<file path="config.mk">
export PLATFORM = sky130hd
export DESIGN_NAME = imm_ext_pipe
export DESIGN_NICKNAME = d
export VERILOG_FILES = /design/src/rtl/imm_ext_pipe.sv
export SDC_FILE = /design/constraint.sdc
export NUM_CORES = 1
export LEC_CHECK = 0
export ABC_CLOCK_PERIOD_IN_PS = 1900
export CAP_MARGIN = 5
export CORE_ASPECT_RATIO = 0.75
export CORE_MARGIN = 2
export CORE_UTILIZATION = 50
export DETAILED_ROUTE_END_ITERATION = 8
export PLACE_DENSITY = 0.85
export SYNTH_ARGS = -nofsm -noshare
export SYNTH_HDL_FRONTEND = slang
export SYNTH_SLANG_ARGS = --single-unit
</file>
<file path="constraint.sdc">
create_clock -name clk -period 1.9 [get_ports clk]
set_input_delay 0.38 -clock clk [delete_from_list [all_inputs] [get_ports clk]]
set_output_delay 0.38 -clock clk [all_outputs]
set_load 0.03 [all_outputs]
</file>
<file path="src/rtl/imm_ext_pipe.sv">
// Immediate extender with a registered output and a 2-entry skid buffer.
// in_ready depends only on skid occupancy, so there is no combinational path from out_ready.
module imm_ext_pipe #(
    parameter int IN_W  = 16,
    parameter int OUT_W = 32,
    parameter int TAG_W = 8
) (
    input  logic             clk,
    input  logic             rst_n,
    input  logic             flush,
    input  logic             in_valid,
    output logic             in_ready,
    input  logic [IN_W-1:0]  in_imm,
    input  logic [1:0]       in_mode,
    input  logic [TAG_W-1:0] in_tag,
    output logic             out_valid,
    input  logic             out_ready,
    output logic [OUT_W-1:0] out_data,
    output logic [TAG_W-1:0] out_tag
);

    localparam int EXT_W = OUT_W - IN_W;

    typedef enum logic [1:0] {
        EMPTY = 2'd0,
        ONE   = 2'd1,
        FULL  = 2'd2
    } state_t;

    state_t            st, st_nxt;
    logic [OUT_W-1:0]  ext, sext;
    logic [OUT_W-1:0]  skid_data;
    logic [TAG_W-1:0]  skid_tag;
    logic              in_xfer, out_xfer;
    logic              load_main, load_skid, move_skid;

    assign sext = {{EXT_W{in_imm[IN_W-1]}}, in_imm};

    always_comb begin
        ext = '0;
        unique case (in_mode)
            2'b00:   ext = {{EXT_W{1'b0}}, in_imm};
            2'b01:   ext = sext;
            2'b10:   ext = {in_imm, {EXT_W{1'b0}}};
            default: ext = {sext[OUT_W-3:0], 2'b00};
        endcase
    end

    assign out_valid = (st != EMPTY);
    assign in_ready  = (st != FULL);
    assign in_xfer   = in_valid && in_ready;
    assign out_xfer  = out_valid && out_ready;

    always_comb begin
        st_nxt    = st;
        load_main = 1'b0;
        load_skid = 1'b0;
        move_skid = 1'b0;
        if (flush) begin
            // flush wins: any concurrent input is dropped, any output counts as consumed
            st_nxt = EMPTY;
        end else begin
            unique case (st)
                EMPTY: if (in_xfer) begin
                    st_nxt    = ONE;
                    load_main = 1'b1;
                end
                ONE: begin
                    if (in_xfer && out_xfer) begin
                        load_main = 1'b1;
                    end else if (in_xfer) begin
                        st_nxt    = FULL;
                        load_skid = 1'b1;
                    end else if (out_xfer) begin
                        st_nxt = EMPTY;
                    end
                end
                FULL: if (out_xfer) begin
                    st_nxt    = ONE;
                    move_skid = 1'b1;
                end
                default: st_nxt = EMPTY;
            endcase
        end
    end

    always_ff @(posedge clk or negedge rst_n) begin
        if (!rst_n) st <= EMPTY;
        else        st <= st_nxt;
    end

    // Data/tag registers move only on a transfer; flush clears just the state.
    always_ff @(posedge clk or negedge rst_n) begin
        if (!rst_n) begin
            out_data  <= '0;
            out_tag   <= '0;
            skid_data <= '0;
            skid_tag  <= '0;
        end else begin
            if (load_main) begin
                out_data <= ext;
                out_tag  <= in_tag;
            end else if (move_skid) begin
                out_data <= skid_data;
                out_tag  <= skid_tag;
            end
            if (load_skid) begin
                skid_data <= ext;
                skid_tag  <= in_tag;
            end
        end
    end

endmodule

</file>
==> results of run 1 <==
-- Yosys cell counts, types with 2 or more instances --
master / number
nor2_1: 31
a31oi_1: 28
inv_1: 35
nand2_1: 5
mux2i_1: 3
buf_1: 2
a22oi_1: 14
nor2b_1: 2
and2_1: 7
buf_2: 13
nand2b_1: 2
a21oi_1: 44
dfrtp_1: 82
and2_0: 2
a221o_1: 7
clkbuf_1: 12
buf_6: 2
mux2_2: 14
a221oi_1: 11
a221oi_2: 20
-- metrics by stage --
step | hold slack [ps] | instances
floorplan | 84.41 | 348
global placement | 275.4 | 519
CTS | 422.9 | 536
global route | 440.1 | 536
finish | 430.8 | 536
detailed placement | 280.7 | 519
-- layer usage --
layer  part of all wire, %  wire, um
met1                    43      4223
met2                    49      4852
met3                   6.4       629
met4                   1.2       116
met5                     0         0
-- power by group --
part | switching (mW) | internal, mW | leakage, nW
clock | 0.627 | 0.872 | 0.114
sequential | 0.256 | 2.17 | 0.956
combinational | 0.860 | 0.745 | 1.13
-- kinds of logic (layout without fill, tap and decap cells) --
kind of cell           after synthesis  after routing
multiplexers                        17             17
AO/OA/AOI/OAI                      129            129
flip-flops                          82             82
buffers and inverters               64            151
AND/OR/NAND/NOR                     56             56
-- flip-flops by register name, indices dropped and copies added, names as in the netlist --
register and cells:
skid_tag 8, skid_data 32, st 2, out_data 32, out_tag 8
-- critical path: cells and delay by family (launching register included) --
kind                   cells  cell delay, ps
DFF                        1             460
buffers and inverters      1             340
and+or+nand+nor            1             300
-- worst max-delay path by stage --
stage	start	cells after the start	to
after floorplan	st[0]	4	out_tag[6]
after global placement	out_ready	4	out_tag[5]
after detailed placement	out_ready	4	out_tag[1]
after CTS	st[1]	2	out_valid
after global routing	st[0]	2	out_valid
final	st[0]	2	out_valid
-- final cells by class --
cell class	count	area [um2]
Clock inverter	5	102.6
Sequential cell	82	2054
Clock buffer	11	131.4
Fill cell	527	2281
Inverter	35	131.4
Multi-Input combinational cell	202	1486
Tap cell	101	126.4
Timing Repair Buffer	100	1017
-- what timing repair did --
action	CTS	global route
setup endpoints to repair	2	3
hold endpoints to repair	18	0
hold buffers	1	0
resized for setup	2	3
pin swaps	0	0
==> flow_summary.ini, run 1 <==
[floorplan]
rows = 27
ios = 73
die-area_mm2 = 0.008302
dieWidth_um = 104.5
dieHeight_um = 79.41
core-area_mm2 = 0.007331
start_util_pct = 51.72

[setup_path]
cp_max_fo = 8
critPathCaptureType = output port
required_ps = 1520
crit_path_start_kind = register
critical_path.cell_chain = or2_2, clkdlybuf4s15_1
r2r_start = st[1]
arrival_ps = 1470
critical-path-slowest-cell = dfrtp_2
max_stage_delay_ps = 460
rr_endpoint = out_tag[4]
crit_type = register to output port
r2r_setup_slack_ps = 180
reg2regPathDepth = 3

[routing]
vias = 3156
drt_pass1_iterations = 5
drt_drc_violations_left = 0
viasPerCell = 5.888
drt_iter0_markers = 222
ant_nets = 0
wl_per_cell_um = 18.32
drt_wl_total_um = 9822

[sta]
tns_ps = 0
finalMaxSlewViolations = 0
fmax_mhz = 540.4
setup_ws_ps = 49.49
rsz0062_at_grt = no
clock_skew_ps = 7.304
timing.final.crit_share_pct = 97.40
finalHoldViolCount = 0
max_slew_margin_pct = 34.52
period_needed_ps = 1851
tightest_slew_ps = 969.0
setup_violations = 0

[yosys]
yosys.area.top_type = dfrtp_1
synth-simple-area-share_pct = 7.195
syn_nets = 379
synth_flop_cell = dfrtp_1
post_synth_mux_area_share_pct = 4.950
avgSynthCellArea_um2 = 10.89
synth_top_area_share_pct = 54.13
yosysWarnings = 0
synth_xor_area_share_pct = 0
ys_types = 32
netlist_top_cells_area = dfrtp_1, a221oi_2, a21oi_1
synthAdderAreaFrac_pct = 0
synth_compound_area_share_pct = 26.57
synthCells = 348
ys_seq_area_share_pct = 54.13
netlist_area_mm2 = 0.003791
ys_ff_latch = 82
synth-async-reset-ratio_pct = 100.0
synth_top_family_by_area = compound AO/OA/AOI/OAI gates
synth_edf_count = 0

[global_route]
busiest_layer = met2
grt_use_total_pct = 25.03
overflow = 0
grt_pass1_wl_um = 15950
met3_usage_pct = 7.592
met2_usage_pct = 41.63
grt_max_degree = 57
use_met1_pct = 32.60
antenna_found_initial = 0
grt_pass1_vias = 3109

[clock_tree]
clk_path_buf_depth = 2
clkTransAtPathRegs_ps = 80
cts_tree = built
cts_setup_buffers = 0
cts_inserted_buffers = 9
clock_sinks = 82
clockRootBuffer = clkbuf_8
clock_latency_ps = 360
h-tree-depth = 3

[power_and_ir_drop]
power.total_mw = 5.529
leakage_nw = 2.195
irDropWorstVdd_mv = 0.5549
p_per_area_mw_per_mm2 = 1095

[cells_and_area]
layout.nets = 461
layout_common_cells = dfrtp_1, clkdlybuf4s50_1, a21oi_1, inv_1, nor2_1
final_core_util_pct = 68.89
drive_gt1_share_pct = 19.54
stdcell_area_mm2 = 0.005050
antenna_cells = 0
syn2layout_area_growth_pct = 33.20
layout_commonest_cell = dfrtp_1

[placed_design]
dp_slack_ps = -204.1
hpwl_um = 6935
place_area_mm2 = 0.004805
place_congestion = 0.8551
io_buffers = 72

[worst_hold_path]
hold_class = primary input to async pin

[status]
status = complete, no violations

[run]
drv_cap = 0
(Power assumes the default switching activity.)
==> run 2, diff against run 1 <==
Settings changed: CTS_CLUSTER_SIZE from default to 25.
==> results of run 2 <==
Final layout, timing and power as in run 1 (identical DEF).
